==> config.mk <==
export PLATFORM = sky130hd
export DESIGN_NAME = unary_sum_collect
export DESIGN_NICKNAME = d
export VERILOG_FILES = /design/src/rtl/unary_pkg.sv /design/src/rtl/unary_run_counter.sv /design/src/rtl/unary_sum_collect.sv
export SDC_FILE = /design/constraint.sdc
export NUM_CORES = 1
export LEC_CHECK = 0
export ABC_AREA = 1
export CAP_MARGIN = 20
export CORE_MARGIN = 2
export CORE_UTILIZATION = 27
export CTS_BUF_LIST = sky130_fd_sc_hd__clkbuf_4 sky130_fd_sc_hd__clkbuf_8 sky130_fd_sc_hd__clkbuf_16
export CTS_CLUSTER_DIAMETER = 150
export DETAILED_ROUTE_END_ITERATION = 7
export SLEW_MARGIN = 10
export SYNTH_ARGS = -nofsm -noshare
export SYNTH_HDL_FRONTEND = slang
export SYNTH_SLANG_ARGS = --single-unit
==> constraint.sdc <==
create_clock -name clk -period 3.15 [get_ports clk]
set_input_delay 0.315 -clock clk [delete_from_list [all_inputs] [get_ports clk]]
set_output_delay 0.315 -clock clk [all_outputs]
set_load 0.03 [all_outputs]
==> src/rtl/unary_pkg.sv <==
// Shared definitions for the unary adder datapath: collector FSM states,
// default accumulator width and the longest representable run.
package unary_pkg;

  localparam int UNARY_WIDTH = 3;

  typedef enum logic [1:0] {
    IDLE = 2'd0,
    RUN  = 2'd1,
    DONE = 2'd2
  } collect_state_t;

  // Longest run of ones a WIDTH-bit result can hold.
  function automatic int max_run(input int width);
    return (1 << width) - 1;
  endfunction

endpackage

==> src/rtl/unary_run_counter.sv <==
// Saturating run-length counter for the unary collector.
// clr has priority over load1, which has priority over inc.
module unary_run_counter
  import unary_pkg::*;
#(
  parameter int WIDTH = UNARY_WIDTH
) (
  input  logic             clk,
  input  logic             rst,
  input  logic             load1,
  input  logic             inc,
  input  logic             clr,
  output logic [WIDTH-1:0] cnt
);

  localparam logic [WIDTH-1:0] CNT_MAX = WIDTH'(max_run(WIDTH));

  logic [WIDTH-1:0] cnt_q;
  logic [WIDTH-1:0] cnt_d;

  // Next count: clear, start a run at one, or step up and stick at the top.
  always_comb begin
    cnt_d = cnt_q;
    if (clr) begin
      cnt_d = '0;
    end else if (load1) begin
      cnt_d = WIDTH'(1);
    end else if (inc && (cnt_q != CNT_MAX)) begin
      cnt_d = cnt_q + WIDTH'(1);
    end
  end

  // Count register.
  always_ff @(posedge clk) begin
    if (rst) begin
      cnt_q <= '0;
    end else begin
      cnt_q <= cnt_d;
    end
  end

  assign cnt = cnt_q;

endmodule

==> src/rtl/unary_sum_collect.sv <==
// unary_sum_collect: turns the unary adder's serial write-phase output back
// into a binary run length, presented on a valid/ready handshake with a
// sticky per-frame overflow bit.
// Optional build macro UNARY_COLLECT_ERR_EN adds the sticky err_fmt output
// flagging non-contiguous runs and runs longer than the result can hold.
module unary_sum_collect
  import unary_pkg::*;
#(
  parameter int WIDTH = UNARY_WIDTH
) (
  input  logic             clk,
  input  logic             rst,
  input  logic             en,
  input  logic             read_or_write,
  input  logic             din,
  input  logic             c_in,
  output logic [WIDTH-1:0] sum,
  output logic             ovf,
  output logic             sum_valid,
  input  logic             sum_ready,
  output logic             drop
`ifdef UNARY_COLLECT_ERR_EN
  ,
  output logic             err_fmt
`endif
);

  collect_state_t   state_q, state_d;
  logic [WIDTH-1:0] sum_q, sum_d;
  logic             ovf_q, ovf_d;
  logic             drop_q, drop_d;
  logic             ph_d_q, ph_d_d;      // phase delayed to line up with din
  logic             armed_q, armed_d;    // one frame allowed per write phase
  logic             ovf_acc_q, ovf_acc_d;
  logic             cnt_load, cnt_inc, cnt_clr, capture;
  logic [WIDTH-1:0] cnt;

  unary_run_counter #(.WIDTH(WIDTH)) u_cnt (
    .clk   (clk),
    .rst   (rst),
    .load1 (cnt_load),
    .inc   (cnt_inc),
    .clr   (cnt_clr),
    .cnt   (cnt)
  );

  // Phase alignment, arming, overflow accumulation and the collect FSM.
  always_comb begin
    state_d   = state_q;
    sum_d     = sum_q;
    ovf_d     = ovf_q;
    drop_d    = 1'b0;
    ph_d_d    = ph_d_q;
    armed_d   = armed_q;
    ovf_acc_d = ovf_acc_q;
    cnt_load  = 1'b0;
    cnt_inc   = 1'b0;
    cnt_clr   = 1'b0;
    capture   = 1'b0;

    if (en) begin
      ph_d_d = read_or_write;
      if (!ph_d_q) armed_d = 1'b1;
      if (c_in && (state_q != DONE)) ovf_acc_d = 1'b1;
    end

    case (state_q)
      IDLE: begin
        if (en && ph_d_q && armed_q) begin
          armed_d = 1'b0;
          if (din) begin
            cnt_load = 1'b1;
            state_d  = RUN;
          end else begin
            // Write phase opened with a zero: empty frame.
            sum_d   = '0;
            capture = 1'b1;
            state_d = DONE;
          end
        end
      end
      RUN: begin
        if (en) begin
          if (din && ph_d_q) begin
            cnt_inc = 1'b1;
          end else begin
            sum_d   = cnt;
            capture = 1'b1;
            state_d = DONE;
          end
        end
      end
      DONE: begin
        if (sum_ready) state_d = IDLE;
        // A new write frame while the result is still held is discarded.
        if (en && ph_d_q && armed_q) begin
          drop_d  = 1'b1;
          armed_d = 1'b0;
        end
      end
      default: state_d = IDLE;
    endcase

    // Capture hands the accumulated overflow to the result and restarts it.
    if (capture) begin
      ovf_d     = ovf_acc_q | (en & c_in);
      ovf_acc_d = 1'b0;
      cnt_clr   = 1'b1;
    end
  end

  // State and result registers.
  always_ff @(posedge clk) begin
    if (rst) begin
      state_q   <= IDLE;
      sum_q     <= '0;
      ovf_q     <= 1'b0;
      drop_q    <= 1'b0;
      ph_d_q    <= 1'b0;
      armed_q   <= 1'b1;
      ovf_acc_q <= 1'b0;
    end else begin
      state_q   <= state_d;
      sum_q     <= sum_d;
      ovf_q     <= ovf_d;
      drop_q    <= drop_d;
      ph_d_q    <= ph_d_d;
      armed_q   <= armed_d;
      ovf_acc_q <= ovf_acc_d;
    end
  end

  assign sum       = sum_q;
  assign ovf       = ovf_q;
  assign sum_valid = (state_q == DONE);
  assign drop      = drop_q;

`ifdef UNARY_COLLECT_ERR_EN
  localparam logic [WIDTH-1:0] RUN_MAX = WIDTH'(max_run(WIDTH));

  logic err_q, err_d;

  // Sticky format error: stray one outside a run, or a run past saturation.
  always_comb begin
    err_d = err_q;
    if (en && din && ph_d_q && !armed_q && (state_q != RUN)) err_d = 1'b1;
    if (en && din && (state_q == RUN) && (cnt == RUN_MAX))   err_d = 1'b1;
  end

  // Error flag register, cleared only by reset.
  always_ff @(posedge clk) begin
    if (rst) begin
      err_q <= 1'b0;
    end else begin
      err_q <= err_d;
    end
  end

  assign err_fmt = err_q;
`endif

endmodule

==> flow_summary.html <==
<table>
<tr><th>Metric</th><th>Value</th></tr>
<tr><th colspan="2">Clock tree</th></tr>
<tr><td>Count of hold-fix buffers inserted at cts</td><td>0</td></tr>
<tr><td>Setup Fix Bufs, Post-CTS</td><td>0</td></tr>
<tr><td>H-tree depth</td><td>1</td></tr>
<tr><td>Clock sinks</td><td>13</td></tr>
<tr><td>Clock latency on the worst-skew pair</td><td>about 270 ps</td></tr>
<tr><td>TritonCTS clock tree</td><td>built</td></tr>
<tr><td>Clk pin slew, worst setup/hold paths</td><td>80 ps</td></tr>
<tr><td>Post-CTS sizing</td><td>0</td></tr>
<tr><td>Clock root buffer</td><td>sky130_fd_sc_hd__clkbuf_4</td></tr>
<tr><td>Number of buffers added by the clock tree synthesis step</td><td>3</td></tr>
<tr><td>Clock tree buffer depth</td><td>2</td></tr>
<tr><th colspan="2">Worst hold path</th></tr>
<tr><td>Worst Hold Launch</td><td>sum[1]</td></tr>
<tr><td>Min-delay worst type</td><td>register to register</td></tr>
<tr><td>Min-Delay Endpoint</td><td>sum[1]</td></tr>
<tr><td>Cell depth of the worst hold path</td><td>2</td></tr>
<tr><th colspan="2">Critical path</th></tr>
<tr><td>CP Class</td><td>register to primary output</td></tr>
<tr><td>Top fanout value on the critical path</td><td>4</td></tr>
<tr><td>Cells along the critical path</td><td>inv_1, nor2_1, clkdlybuf4s50_1</td></tr>
<tr><td>Worst-case register-to-register setup slack</td><td>1760 ps</td></tr>
<tr><td>End of the worst register-to-register path</td><td>u_cnt.cnt[0]</td></tr>
<tr><td>Required arrival time at the worst endpoint</td><td>roughly 2800 ps</td></tr>
<tr><td>Worst Setup End Kind</td><td>primary output</td></tr>
<tr><td>Critical-path top delay cell</td><td>sky130_fd_sc_hd__clkdlybuf4s50_1</td></tr>
<tr><td>Startpoint type of the worst setup path</td><td>register</td></tr>
<tr><td>Buffering stage count on the worst path with inverters included</td><td>2</td></tr>
<tr><td>CP Data Arrival Time</td><td>between 1500 and 2000 ps</td></tr>
<tr><td>CP delay by family, top</td><td>buffers and inverters</td></tr>
<tr><td>Source of the worst register-to-register timing path</td><td>u_cnt.cnt[0]</td></tr>
<tr><td>Register-to-Register Path Depth</td><td>8</td></tr>
<tr><td>Longest individual stage delay on the worst path</td><td>between 600 and 700 ps</td></tr>
<tr><th colspan="2">Die</th></tr>
<tr><td>Area of the placeable core</td><td>about 0.0024 mm^2</td></tr>
<tr><td>Width of the die</td><td>about 54 um</td></tr>
<tr><td>Starting density of the core</td><td>approximately 28%</td></tr>
<tr><td>Total number of placement rows</td><td>18</td></tr>
<tr><td>Total die area</td><td>between 0.002 and 0.003 mm^2</td></tr>
<tr><td>Die Y-Extent</td><td>between 50 and 60 um</td></tr>
<tr><td>Number of I/O pins</td><td>13</td></tr>
<tr><th colspan="2">Synthesis</th></tr>
<tr><td>Area fraction of the dominant cell type after synthesis</td><td>38.1%</td></tr>
<tr><td>Synth warn</td><td>0</td></tr>
<tr><td>Sequential fraction of the synthesis area</td><td>between 30% and 40%</td></tr>
<tr><td>Commonest cells in the netlist</td><td>sky130_fd_sc_hd__nand2_1, sky130_fd_sc_hd__nor2_1, sky130_fd_sc_hd__dfxtp_1, sky130_fd_sc_hd__inv_1, sky130_fd_sc_hd__nand3_1</td></tr>
<tr><td>Synth Net Count</td><td>110</td></tr>
<tr><td>Synthesized area per cell</td><td>6.76 um^2</td></tr>
<tr><td>Primary FF master, synth</td><td>sky130_fd_sc_hd__dfxtp_1</td></tr>
<tr><td>Syn Std Cell Area</td><td>approximately 700 um^2</td></tr>
<tr><td>Number of cells produced by synthesis</td><td>101</td></tr>
<tr><td>Fraction of registers with async set/reset</td><td>0%</td></tr>
<tr><td>Cell types occupying the most area after synthesis</td><td>sky130_fd_sc_hd__dfxtp_1, sky130_fd_sc_hd__nand2_1, sky130_fd_sc_hd__nor2_1</td></tr>
<tr><td>Flip-flop and latch count after synthesis</td><td>13</td></tr>
<tr><td>Cell taking the most area after synthesis</td><td>sky130_fd_sc_hd__dfxtp_1</td></tr>
<tr><td>Number of distinct library cells after synthesis</td><td>17</td></tr>
<tr><td>Number of enable-type register cells in the synthesized netlist</td><td>0</td></tr>
<tr><th colspan="2">Pwr</th></tr>
<tr><td>Overall power</td><td>0.498 mW</td></tr>
<tr><td>Power per standard cell area</td><td>572 mW/mm^2</td></tr>
<tr><td>Combinational group share of total power</td><td>between 30% and 40%</td></tr>
<tr><td>Part of the power in the clock network</td><td>22.5%</td></tr>
<tr><td>Max VDD drop</td><td>between 0.2 and 0.3 mV</td></tr>
<tr><td>Power spent charging and discharging nets</td><td>around 0.18 mW</td></tr>
<tr><td>Sequential cell fraction of total power</td><td>41.8%</td></tr>
<tr><td>Internal power of the cells</td><td>about 0.31 mW</td></tr>
<tr><td>Static power due to leakage</td><td>a little over 0.4 nW</td></tr>
<tr><td>Switching power share of the total</td><td>between 30% and 40%</td></tr>
<tr><th colspan="2">Global route</th></tr>
<tr><td>Largest net degree at the start of global routing</td><td>10</td></tr>
<tr><td>First-pass GRT wire length</td><td>~2500 um</td></tr>
<tr><td>GR Overflow Total</td><td>0</td></tr>
<tr><td>Combined global-route utilization of all metal layers</td><td>11.9%</td></tr>
<tr><td>Vias in the first global route</td><td>630</td></tr>
<tr><td>Number of antenna violations at the first check in global routing</td><td>0</td></tr>
<tr><th colspan="2">STA</th></tr>
<tr><td>Min cycle time layout</td><td>approximately 1900 ps</td></tr>
<tr><td>Total negative slack for setup checks</td><td>0 ps</td></tr>
<tr><td>Clock skew</td><td>roughly 2.8 ps</td></tr>
<tr><td>Worst hold slack after final layout</td><td>~490 ps</td></tr>
<tr><td>Max-slew headroom</td><td>just under 80%</td></tr>
<tr><td>Setup violations, final</td><td>0</td></tr>
<tr><td>Unrepaired setup endpoints after global routing</td><td>false</td></tr>
<tr><td>Worst-Margin Slew</td><td>307 ps</td></tr>
<tr><td>Final cycle utilization of the critical path</td><td>slightly above 60%</td></tr>
<tr><td>Final count of hold timing violations</td><td>0</td></tr>
<tr><td>Worst path setup slack after routing</td><td>between 1000 and 1500 ps</td></tr>
<tr><td>Final-report max-slew violation count</td><td>0</td></tr>
<tr><td>Upper clock frequency limit</td><td>a little over 500 MHz</td></tr>
<tr><th colspan="2">Detailed routing</th></tr>
<tr><td>Drt drc</td><td>0</td></tr>
<tr><td>Vias per inst</td><td>4.33</td></tr>
<tr><td>Count of antenna-violating nets left after detailed routing</td><td>0</td></tr>
<tr><td>Drt first-iter violations</td><td>15</td></tr>
<tr><td>Count of vias placed by the detailed router</td><td>approximately 640</td></tr>
<tr><td>Iteration count of the initial detailed-routing pass</td><td>4</td></tr>
<tr><td>Total wire length after detailed routing</td><td>about 1400 um</td></tr>
<tr><td>Drt wl/cell</td><td>9.71 um</td></tr>
<tr><th colspan="2">Cells and area</th></tr>
<tr><td>Number of antenna cells inserted</td><td>0</td></tr>
<tr><td>Share of layout cells above drive strength 1</td><td>roughly a tenth</td></tr>
<tr><td>Final non-filler cell area</td><td>about 870 um^2</td></tr>
<tr><td>Final non-filler cell total</td><td>roughly 150</td></tr>
<tr><td>Area added between synthesis and finish</td><td>27.5%</td></tr>
<tr><td>Final core utilization</td><td>a little over a third</td></tr>
<tr><td># nets final</td><td>between 100 and 150</td></tr>
<tr><th colspan="2">Place</th></tr>
<tr><td>Number of placed instances with taps included</td><td>between 100 and 150</td></tr>
<tr><td>Global placer's final weighted congestion</td><td>approximately 0.76</td></tr>
<tr><td>Place WS</td><td>between 1000 and 1500 ps</td></tr>
<tr><td>Number of buffers inserted by port buffering</td><td>12</td></tr>
<tr><td>Detailed Place HPWL</td><td>around 1100 um</td></tr>
<tr><td>Post-placement cell area</td><td>approximately 840 um^2</td></tr>
<tr><th colspan="2">Run status</th></tr>
<tr><td>Outcome</td><td>complete, no violations</td></tr>
<tr><th colspan="2">Job</th></tr>
<tr><td>MaxCap Viol Count</td><td>0</td></tr>
</table>
[layout make-up]
| cell class | count | area (um^2) |
|---|---|---|
| inverter | 14 | 55.1 |
| fill | 273 | 1560 |
| sequential | 13 | 260 |
| multi-input combinational | 74 | 368 |
| clock buffer | 4 | 30.0 |
| tap | 30 | 37.5 |
| timing repair buffer | 12 | 120 |
[cells by family after synthesis]
kind of cell / after synthesis / synth area share [%]
buffers and inverters: 14 / 8.06
AO/OA/AOI/OAI: 5 / 4.76
AND/OR/NAND/NOR: 67 / 45.4
flip-flops: 13 / 38.1
adder cells (fa/ha/maj): 2 / 3.66
[worst min-delay path, cell delays in order, from the launching register on]
cell and delay, ps:
sky130_fd_sc_hd__dfxtp_1 310, sky130_fd_sc_hd__nor2_1 90, sky130_fd_sc_hd__nor2_1 50
[layer usage]
| metal | up-vias | global-route usage, % | routed length, um |
|---|---|---|---|
| met1 | 281 | 14.0 | 655 |
| met5 | - | 0 | 0 |
| li1 | 343 | - | - |
| met2 | 9 | 20.1 | 707 |
| met3 | 4 | 1.64 | 24 |
| met4 | 0 | 7.50 | 40 |
[registers in the layout, summed over array words and instances, names as in the netlist]
register,cells
sum,3
armed_q,1
ovf_acc_q,1
drop,1
ovf,1
u_cnt.cnt,3
ph_d_q,1
state_q,2
[worst max-delay path by stage]
stage | from | to | slack [ps] | cells after the start
finish | state_q[1] | sum_valid | 1220 | 3
global route | state_q[1] | sum_valid | 1130 | 3
global placement | en | ovf | 1490 | 8
floorplan | state_q[1] | ovf_acc_q | 1850 | 5
detailed placement | en | sum[2] | 1460 | 8
CTS | state_q[1] | sum_valid | 1210 | 3
[power by group through the flow]
| stage | registers (mW) | logic [mW] | clock network, mW |
|---|---|---|---|
| after global routing | 0.212 | 0.202 | 0.122 |
| after floorplan | 0.226 | 0.109 | 0 |
| after global placement | 0.211 | 0.177 | 0 |
| final | 0.208 | 0.177 | 0.112 |
| after detailed placement | 0.212 | 0.178 | 0 |
| after CTS | 0.208 | 0.180 | 0.116 |
[placed cells by master, fill, tap and decap left out, drive strengths merged]
cell type and instances:
a21o 1, clkbuf 4, clkdlybuf4s50 12, clkinv 1, dfxtp 13, ha 2
inv 13, nand2 30, nand3 6, nand3b 4, nor2 26, nor3 1
o211ai 2, o21ai 2
No activity file was read; power rests on OpenSTA's default activity.
